--- src/rtl/scalar_register_file_mp_if.sv ---
// Issue / read / write-back bundle for the scalar register file.
// The master side is the pipeline; the slave side is the register file.
interface scalar_register_file_mp_if #(
   parameter int LEN    = 32,
   parameter int ADDR_W = 5,
   parameter int NUM_RD = 2,
   parameter int NUM_WR = 2
);
   logic                     rdy_in;
   logic [NUM_RD*ADDR_W-1:0] rd_idx;
   logic [NUM_RD*LEN-1:0]    rd_data;
   logic [NUM_RD-1:0]        rd_ready;
   logic                     alloc_en;
   logic [ADDR_W-1:0]        alloc_idx;
   logic                     alloc_ok;
   logic [NUM_WR-1:0]        wb_en;
   logic [NUM_WR*ADDR_W-1:0] wb_idx;
   logic [NUM_WR*LEN-1:0]    wb_data;
   logic                     flush;
   logic [ADDR_W:0]          busy_cnt;
   logic [1:0]               rf_status;

   modport master (
      output rdy_in, rd_idx, alloc_en, alloc_idx,
      output wb_en, wb_idx, wb_data, flush,
      input  rd_data, rd_ready, alloc_ok, busy_cnt, rf_status
   );

   modport slave (
      input  rdy_in, rd_idx, alloc_en, alloc_idx,
      input  wb_en, wb_idx, wb_data, flush,
      output rd_data, rd_ready, alloc_ok, busy_cnt, rf_status
   );
endinterface

--- src/rtl/scalar_register_file_mp.sv ---
// Multi-ported scalar register file with busy-bit scoreboard
// and same-cycle write-back to read bypass.
module scalar_register_file_mp #(
   parameter int LEN     = 32,
   parameter int REG_NUM = 32,
   parameter int ADDR_W  = 5,
   parameter int NUM_RD  = 2,
   parameter int NUM_WR  = 2,
   parameter bit BYPASS  = 1'b1
) (
   input logic clk,
   input logic rst,
   scalar_register_file_mp_if.slave bus
);
   localparam logic [1:0] RF_NOP      = 2'd0;
   localparam logic [1:0] RF_FINISHED = 2'd1;
   localparam int DEPTH = 1 << ADDR_W;
   // Bit i set when index i names a real register.
   localparam logic [DEPTH-1:0] IDX_OK =
      {DEPTH{1'b1}} >> (DEPTH - REG_NUM);

   logic [LEN-1:0]     regs_q [REG_NUM];
   logic [REG_NUM-1:0] busy_q, busy_d;
   logic [ADDR_W:0]    cnt_q, cnt_d;
   logic [1:0]         status_q, status_d;

   logic [REG_NUM-1:0] hit;
   logic [LEN-1:0]     wval [REG_NUM];
   logic               alloc_rel, alloc_busy, alloc_ok;
   logic [ADDR_W-1:0]  wi, ri;
   logic               byp;
   logic [NUM_RD*LEN-1:0] rdat;
   logic [NUM_RD-1:0]     rrdy;

   // Higher write ports overwrite lower ones on the same index.
   always_comb begin
      hit = '0;
      wi  = '0;
      for (int i = 0; i < REG_NUM; i++) wval[i] = '0;
      for (int w = 0; w < NUM_WR; w++) begin
         wi = bus.wb_idx[w*ADDR_W +: ADDR_W];
         if (bus.wb_en[w] && wi != '0 && IDX_OK[wi]) begin
            hit[wi]  = 1'b1;
            wval[wi] = bus.wb_data[w*LEN +: LEN];
         end
      end
   end

   always_comb begin
      alloc_rel = 1'b0;
      for (int w = 0; w < NUM_WR; w++)
         if (bus.wb_en[w] &&
             bus.wb_idx[w*ADDR_W +: ADDR_W] == bus.alloc_idx)
            alloc_rel = 1'b1;
      alloc_busy = IDX_OK[bus.alloc_idx] && busy_q[bus.alloc_idx];
      alloc_ok = rst && bus.rdy_in && bus.alloc_en && !bus.flush &&
                 (!alloc_busy || alloc_rel);
   end

   // A new reservation outranks a same-cycle release.
   always_comb begin
      busy_d = busy_q & ~hit;
      if (alloc_ok && bus.alloc_idx != '0 && IDX_OK[bus.alloc_idx])
         busy_d[bus.alloc_idx] = 1'b1;
      if (bus.flush) busy_d = '0;
      cnt_d    = (ADDR_W+1)'($countones(busy_d));
      status_d = (|bus.wb_en) ? RF_FINISHED : RF_NOP;
   end

   always_ff @(posedge clk or negedge rst) begin
      if (!rst) begin
         for (int i = 0; i < REG_NUM; i++) regs_q[i] <= '0;
         busy_q   <= '0;
         cnt_q    <= '0;
         status_q <= RF_NOP;
      end else if (bus.rdy_in) begin
         for (int i = 0; i < REG_NUM; i++)
            if (hit[i]) regs_q[i] <= wval[i];
         busy_q   <= busy_d;
         cnt_q    <= cnt_d;
         status_q <= status_d;
      end
   end

   always_comb begin
      rdat = '0;
      rrdy = '1;
      ri   = '0;
      byp  = 1'b0;
      for (int p = 0; p < NUM_RD; p++) begin
         ri  = bus.rd_idx[p*ADDR_W +: ADDR_W];
         byp = 1'b0;
         if (rst && ri != '0 && IDX_OK[ri]) begin
            if (BYPASS && bus.rdy_in)
               for (int w = 0; w < NUM_WR; w++)
                  if (bus.wb_en[w] &&
                      bus.wb_idx[w*ADDR_W +: ADDR_W] == ri) begin
                     byp = 1'b1;
                     rdat[p*LEN +: LEN] = bus.wb_data[w*LEN +: LEN];
                  end
            if (!byp) begin
               rdat[p*LEN +: LEN] = regs_q[ri];
               rrdy[p] = !busy_q[ri];
            end
         end
      end
   end

   assign bus.rd_data   = rdat;
   assign bus.rd_ready  = rrdy;
   assign bus.alloc_ok  = alloc_ok;
   assign bus.busy_cnt  = cnt_q;
   assign bus.rf_status = status_q;
endmodule

--- src/flat_wrapper.sv ---
// flat-port wrapper written by rule: the top's interface ports become plain ports
module scalar_register_file_mp_flat 
#(
   parameter int LEN     = 32,
   parameter int REG_NUM = 32,
   parameter int ADDR_W  = 5,
   parameter int NUM_RD  = 2,
   parameter int NUM_WR  = 2,
   parameter bit BYPASS  = 1'b1
)
  (clk, rst, bus_rdy_in, bus_rd_idx, bus_alloc_en, bus_alloc_idx, bus_wb_en, bus_wb_idx, bus_wb_data, bus_flush, bus_rd_data, bus_rd_ready, bus_alloc_ok, bus_busy_cnt, bus_rf_status);
  scalar_register_file_mp_if #(.LEN(LEN), .ADDR_W(ADDR_W), .NUM_RD(NUM_RD), .NUM_WR(NUM_WR)) bus_i ();
  input logic clk;
  input logic rst;
  input wire logic [$bits(bus_i.rdy_in)-1:0] bus_rdy_in;
  input wire logic [$bits(bus_i.rd_idx)-1:0] bus_rd_idx;
  input wire logic [$bits(bus_i.alloc_en)-1:0] bus_alloc_en;
  input wire logic [$bits(bus_i.alloc_idx)-1:0] bus_alloc_idx;
  input wire logic [$bits(bus_i.wb_en)-1:0] bus_wb_en;
  input wire logic [$bits(bus_i.wb_idx)-1:0] bus_wb_idx;
  input wire logic [$bits(bus_i.wb_data)-1:0] bus_wb_data;
  input wire logic [$bits(bus_i.flush)-1:0] bus_flush;
  output wire logic [$bits(bus_i.rd_data)-1:0] bus_rd_data;
  output wire logic [$bits(bus_i.rd_ready)-1:0] bus_rd_ready;
  output wire logic [$bits(bus_i.alloc_ok)-1:0] bus_alloc_ok;
  output wire logic [$bits(bus_i.busy_cnt)-1:0] bus_busy_cnt;
  output wire logic [$bits(bus_i.rf_status)-1:0] bus_rf_status;
  assign bus_i.rdy_in = bus_rdy_in;
  assign bus_i.rd_idx = bus_rd_idx;
  assign bus_i.alloc_en = bus_alloc_en;
  assign bus_i.alloc_idx = bus_alloc_idx;
  assign bus_i.wb_en = bus_wb_en;
  assign bus_i.wb_idx = bus_wb_idx;
  assign bus_i.wb_data = bus_wb_data;
  assign bus_i.flush = bus_flush;
  assign bus_rd_data = bus_i.rd_data;
  assign bus_rd_ready = bus_i.rd_ready;
  assign bus_alloc_ok = bus_i.alloc_ok;
  assign bus_busy_cnt = bus_i.busy_cnt;
  assign bus_rf_status = bus_i.rf_status;
  scalar_register_file_mp #(.LEN(LEN), .REG_NUM(REG_NUM), .ADDR_W(ADDR_W), .NUM_RD(NUM_RD), .NUM_WR(NUM_WR), .BYPASS(BYPASS)) u_core (.clk(clk), .rst(rst), .bus(bus_i));
endmodule
--- config.mk ---
export PLATFORM = sky130hd
export DESIGN_NAME = scalar_register_file_mp_flat
export DESIGN_NICKNAME = d
export VERILOG_FILES = /design/src/rtl/scalar_register_file_mp_if.sv /design/src/rtl/scalar_register_file_mp.sv /design/src/flat_wrapper.sv
export SDC_FILE = /design/constraint.sdc
export NUM_CORES = 2
export LEC_CHECK = 0
export ABC_AREA = 0
export BUFFER_PORTS_ARGS = -buffer_cell sky130_fd_sc_hd__buf_2
export CAP_MARGIN = 20
export CELL_PAD_IN_SITES_DETAIL_PLACEMENT = 2
export CELL_PAD_IN_SITES_GLOBAL_PLACEMENT = 2
export CORE_MARGIN = 5
export CORE_UTILIZATION = 30
export CTS_CLUSTER_DIAMETER = 50
export DETAILED_ROUTE_END_ITERATION = 12
export PLACE_DENSITY = 0.63
export SETUP_SLACK_MARGIN = 0.3
export SYNTH_ARGS = -nofsm -noshare
export SYNTH_HDL_FRONTEND = slang
export SYNTH_SLANG_ARGS = --single-unit
--- constraint.sdc ---
create_clock -name clk -period 7 [get_ports clk]
set_input_delay 1.4 -clock clk [delete_from_list [all_inputs] [get_ports clk]]
set_output_delay 1.4 -clock clk [all_outputs]
set_load 0.02 [all_outputs]
* Word level (Yosys, flattened, before mapping) *
Memory sizes are Yosys's and may differ from the RTL's.
Cells that the tools add are included.
Widths: inputs -> output; s select.

operators by class
  mux-type cells = 59
  add/subtract/negate cells = 31
  bitwise logic cells = 9
  reduce and logical (&&, ||, !) cells = 69
  div/mod/pow operators = 0
  equality and inequality tests = 6
  multiply operators = 0
  shift operators = 0
  $lt $le $gt $ge = 14

operators with widths
  cell                  number
  $mux 1024             2
  $and 1024x1024->1024  1
  $bwmux 1024           1
  $mux 32               20
  $bmux 32 s5           2
  $demux 32 s5          2
  $add 6x6->6           15
  $or 32x32->32         2
  $reduce_and 2->1      32
  $add 1x1->2           16
  $and 32x32->32        1
  $not 32->32           1
  $eq 5x5->1            6
  $lt 5x6->1 const B    5
  $logic_and 1x1->1     26
  $mux 1                26
  $reduce_bool 5->1     5
  $ge 6x6->1 const B    4
  $not 5->6             4
  $bmux 1 s5            3
  $demux 1 s5           3
  $ge 5x1->1 const B    3
  $lt 6x1->1 const B    2
  $logic_not 1->1       4
  2 further kinds       2

word-level totals
  output and inout bits = 75
  memories kept = 5
  word-level logic and storage cells = 228
  bits in writable memories = 0
  ROM bits = 160
  latch bits = 0
  input bits = 96
  flip-flop bits (word level) = 1064

memories
  name             words  width  rd ports  clocked after memory_dff  wr ports  line                           RTL
  (no name shown)  32     1      1         0                         0         scalar_register_file_mp.sv:93  if (rst && ri != '0 && IDX_OK[ri]) begin
  (no name shown)  32     1      1         0                         0         scalar_register_file_mp.sv:93
  (no name shown)  32     1      1         0                         0         scalar_register_file_mp.sv:42  if (bus.wb_en[w] && wi != '0 && IDX_OK[wi]) begin
  (no name shown)  32     1      1         0                         0         scalar_register_file_mp.sv:42
  (no name shown)  32     1      1         0                         0         scalar_register_file_mp.sv:55  alloc_busy = IDX_OK[bus.alloc_idx] && busy_q[bus.alloc_idx];

* Depth between registers and ports, before layout *
  word-level depth = 17
  mapped depth = 28
  depth with buffers taken out = 25

* Least setup slack after synthesis *
Ideal clock, no wire load.

  kind = in2reg
  start point = input port bus_alloc_idx[1]
  end point = register u_core.cnt_q[3] (netlist: u_core.bus.busy_cnt[3])
  arrival time = 6862 ps
  cell stages on the path = 24
  library setup time = 125 ps
  required time = 6875 ps
  path buffers = 3
  slack = 13 ps
  path through = buf_2 buf_2 mux2i_1 nor3_1 or4_4 a21oi_4 nor2_2 buf_6 o31ai_1 ha_1 inv_1 fa_1 fa_1 inv_1 fa_1 fa_1 inv_1 fa_1 inv_1 ha_1 inv_1 fa_1 xnor2_1 mux2_2

between the ends
  longest elaborated chain between the ends = 15
  elaborated cells on any way between the ends = 56
  classes of those cells = 31 x add/sub; 2 x order compare; 2 x eq/ne; 9 x mux; 1 x bitwise; 10 x reduce/logical; 1 x memory

ends and longest elaborated chain
  element                                                                   line                                                          RTL
  from (decl)                                                               flat_wrapper.sv:18                                            input wire logic [$bits(bus_i.alloc_idx)-1:0] bus_alloc_idx;
  $mem_v2 32x1 (tied with other cells)                                      --
  $mux 1 (not written as such) / $logic_and 1x1->1 (equally long branches)  scalar_register_file_mp.sv:55, scalar_register_file_mp.sv:52
  $logic_and 1x1->1 / $mux 1 (equally long branches)                        scalar_register_file_mp.sv:55, scalar_register_file_mp.sv:52
  $logic_not 1->1 / $mux 1 (equally long branches)                          scalar_register_file_mp.sv:57, scalar_register_file_mp.sv:52
  $logic_or 1x1->1                                                          scalar_register_file_mp.sv:57                                 (!alloc_busy || alloc_rel);
  $logic_and 1x1->1                                                         scalar_register_file_mp.sv:56                                 alloc_ok = rst && bus.rdy_in && bus.alloc_en && !bus.flush &&
  $logic_and 1x1->1 (2 in a row)                                            scalar_register_file_mp.sv:63                                 if (alloc_ok && bus.alloc_idx != '0 && IDX_OK[bus.alloc_idx])
  $mux 32 (*)                                                               scalar_register_file_mp.sv:63
  $mux 32 (*)                                                               scalar_register_file_mp.sv:65                                 if (bus.flush) busy_d = '0;
  net u_core.busy_d[11]                                                     scalar_register_file_mp.sv:23                                 logic [REG_NUM-1:0] busy_q, busy_d;
  $add 1x1->2 (not written as such) (*)                                     scalar_register_file_mp.sv:66                                 cnt_d = (ADDR_W+1)'($countones(busy_d));
  $add 6x6->6 (not written as such) (*) (4 in a row)                        scalar_register_file_mp.sv:66
  to (signal assigned)                                                      scalar_register_file_mp.sv:80                                 cnt_q <= cnt_d;
  to (decl)                                                                 scalar_register_file_mp.sv:24                                 logic [ADDR_W:0] cnt_q, cnt_d;

Mark *: on every way through the listed nets, which the timed path passes. The rest lies on a longest branch. The select of a mux whose other input is x is not followed.
A chain may end at the register's enable or synchronous reset.

* Final worst setup path *
Ends and elaborated chain as after synthesis.

==> summary.txt <==
Setup path
  • Req. time, crit path: 7680 ps
  • Worst Setup Path Type: in2reg
  • Cells along the critical path: buf_6, mux2i_2, o22ai_1, mux4_2, a21oi_4, nor2_4, o41ai_1, ha_1, inv_1, fa_1, fa_1, inv_1, fa_2, fa_1, inv_1, fa_1, inv_1, ha_2, inv_2, fa_2, xnor2_1, mux2_2
  • Crit path max fanout: 17
  • Crit. End Element: flip-flop
  • Critical Path AT: 7200 ps
  • Slowest stage delay, CP: 520 ps
  • Critical path's slowest cell: mux4_2
  • Startpoint types: input pin

Clock tree
  • CTS tree: built
  • Worst skew pair latency: 810 ps
  • Clk buf depth: 3
  • Clk slew on worst S/H paths: approximately 60 ps
  • CTS buffer count: 171
  • Root Buffer: clkbuf_16
  • CTS H-tree depth: 4
  • Cts hold-fix bufs: 0
  • Clock sinks: 1063

Timing
  • Crit share post-route: between 90% and 100%
  • Min Tclk post-route: 6530 ps
  • Measured slew at the worst slew-check pin: 1230 ps
  • Relative slew slack: 17.7%
  • Max Freq: around 150 MHz
  • Fin worst setup slack: about 470 ps
  • Unrepaired setup endpoints after global routing: no
  • Hold Vio Cnt, Final: 0
  • Hold Slack: 395 ps
  • Setup Skew: between 20 and 25 ps
  • Final setup vio count: 0
  • Final Slew Violations: 0

Place
  • I/O Buffers: 169
  • Worst slack at placement: -524 ps
  • Gpl congestion: ~0.89
  • Detailed Place HPWL: 216000 microns
  • Placed instance area: around 74000 sq um

Floorplanning
  • Std-Cell Rows: 176
  • Top Ports: between 150 and 200
  • Core Area: 229000 sq um
  • Initial Util: around 30%
  • Area of the die: 240000 sq um
  • Die W: 490 microns
  • Die Ht: 490 microns

Global routing
  • Gr ovfl total: 0
  • Antenna violations before repair: 22
  • Vias in the first global route: between 60000 and 70000
  • Largest net degree at the start of global routing: 143
  • First-pass GRT wire length: about 510000 microns
  • GRT Total Usage: 29.4%

Route
  • DRT iter0 DRCs: between 5000 and 6000
  • Via count: around 61000
  • DRC viols: 0
  • Wire length per cell: 36.0 microns
  • Vias per cell: approximately 6.1
  • DRT Pass-1 Iters: 8
  • DRT Wirelength: 358000 microns
  • ANT nets after route: 0

Logic synthesis
  • Cells after Synth: 6981
  • Post-Synth Adder-Cell Area: 1.19%
  • Main combinational cell family by area after synthesis: multiplexers
  • YS warnings: 0
  • Post-synthesis mux area share: a little under a third
  • Cell Area, Synth: 69000 sq um
  • FFs w/ async S/R, synth: 100%
  • Xor-xnor portion of the synthesized cell area: 0.431%
  • EDFF count, synth: 0
  • Syn avg cell area: 9.89 sq um
  • Sequential area share after synthesis: roughly two fifths
  • Syn_nets: a little over 7000
  • Compound-cell area share of the yosys netlist: 13.6%
  • Synth Area in Simple Gates: 9.40%
  • Post-synth cell types: 60
  • Number of synthesized register bits: about 1100
  • Top FF cell, synth: dfrtp_1

Pwr
  • Internal power: between 15 and 20 mW
  • Maximum VDD drop: 188 uV
  • Clock network fraction of design power: 42.0%
  • Sequential Power Share: between 30% and 40%
  • Cell area power density: around 280 nW/um^2
  • P_leak: 34.9 nW
  • Gate power share: 20.1%
  • Switching power: 6.98 mW
  • Switching part of the total: 31.6%

Cells and area
  • Fraction of layout cells with a size suffix above 1: around a fifth
  • Area grow syn2layout: 16.0%
  • Finished Cell Area: 80100 sq um
  • Layout fillers: 24600
  • Final #Nets: 6934
  • FF/Latch Area: 26600 sq um
  • Multi-input gate area: 39400 sq um
  • Most frequent cells in the layout: 1134 x mux2i_1, 1107 x nand2_1, 1063 x dfrtp_1
  • Most common cell after layout, fill and taps aside: mux2i_1

Min path
  • Hold Path Class: reg2reg

Flow run
  • Max-cap viol count: 0

Outcome
  • Status: finished, final reports clean
## layout make-up
cell class	instances	area share, %
antenna	10	0.0313
clock buffer	217	6.01
clock inverter	100	1.61
inverter	56	0.269
multi-input combinational	4996	49.2
sequential	1063	33.2
tap	3026	4.73
timing repair buffer	500	4.94
## cell usage after synthesis, types with 4 or more instances
library cell	number	share of area, %
dfrtp_1	1063	39
mux2i_1	1135	16
a21oi_1	179	1.3
nor4_1	7	0.063
o41ai_1	5	0.063
ha_1	24	0.43
fa_1	26	0.75
nand2_1	1146	6.2
buf_2	150	1.1
a221oi_1	7	0.089
a31oi_1	43	0.39
mux4_2	394	13
buf_4	10	0.11
nand2b_1	8	0.072
nand3b_1	6	0.065
nor2_1	216	1.2
o21ai_1	14	0.10
buf_1	107	0.58
clkbuf_1	595	3.2
nor3_1	15	0.11
xor2_1	24	0.30
mux2_2	133	2.2
o22ai_1	117	1.1
o21bai_1	5	0.054
or3_1	8	0.072
xnor2_1	10	0.13
o21ai_0	928	6.7
and3_1	6	0.054
a22oi_1	188	2.0
and2_1	10	0.091
a211oi_1	127	1.4
inv_1	56	0.30
buf_6	4	0.065
o31ai_1	17	0.18
nor2b_1	15	0.14
nand3_1	141	1.0
## stage by stage
stage	setup TNS, ps	utilization (%)	power, mW	std cells
floorplan	0	-	11.1	6981
global placement	-1710	32.1	12.5	9631
detailed placement	-1840	32.2	12.8	9635
CTS	0	34.8	22.2	9952
global route	0	34.9	23.0	9963
finish	0	34.9	22.1	9968
## flip-flops by register name, summed over array words and instances (netlist names)
name and flops:
u_core.regs_q 1024, u_core.busy_q 32, u_core.bus.busy_cnt 6, u_core.bus.rf_status 1
## layer usage
| metal | GRT usage, % | share of wire (%) | vias up | wire, microns |
|---|---|---|---|---|
| met5 | 0 | 0.012 | - | 42 |
| met4 | 14.5 | 5.8 | 6 | 20700 |
| met3 | 5.21 | 6.2 | 817 | 22200 |
| met2 | 47.8 | 46 | 2304 | 166000 |
| met1 | 37.8 | 42 | 33100 | 149000 |
| li1 | - | - | 24900 | - |
## power groups by stage
stage / sequential, mW / clock, mW / combinational [mW]
after detailed placement: 8.42 / 0 / 4.39
after global routing: 8.51 / 9.67 / 4.81
after CTS: 8.34 / 9.39 / 4.43
after global placement: 8.31 / 0 / 4.19
after floorplan: 8.07 / 0 / 3.00
final: 8.38 / 9.27 / 4.44
## what timing repair did
item                       in CTS  in global routing
resized for setup               0                  6
setup endpoints to repair       0                  4
buffers inserted                0                  1
## worst paths after layout
kind	from	endpoint	slack [ps]	depth (start not counted)
max	bus_alloc_idx[1]	u_core.bus.busy_cnt[3]	470	22
min	u_core.regs_q[996]	u_core.regs_q[996]	400	0
max reg2reg	u_core.busy_q[19]	u_core.bus.busy_cnt[3]	800	21
min reg2reg	u_core.regs_q[996]	u_core.regs_q[996]	400	0
max in group asynchronous	rst	u_core.regs_q[1012]	2920	6
min in group asynchronous	rst	u_core.busy_q[31]	600	2
## kinds of logic after synthesis
group,after synthesis
simple gates,1603
fa+ha+maj,50
other cells,1
flops,1063
mux,1662
xor+xnor,34
compound gates,1646
buf+inv,922
## critical path: cells and delay by family
family | cells | cell delay (ps)
AND/OR/NAND/NOR | 1 | 140
XOR/XNOR | 1 | 130
adder cells (fa/ha/maj) | 8 | 3090
multiplexers | 3 | 1040
AO/OA/AOI/OAI | 3 | 840
buffers and inverters | 6 | 540
Power figures use the tool's default switching activity.
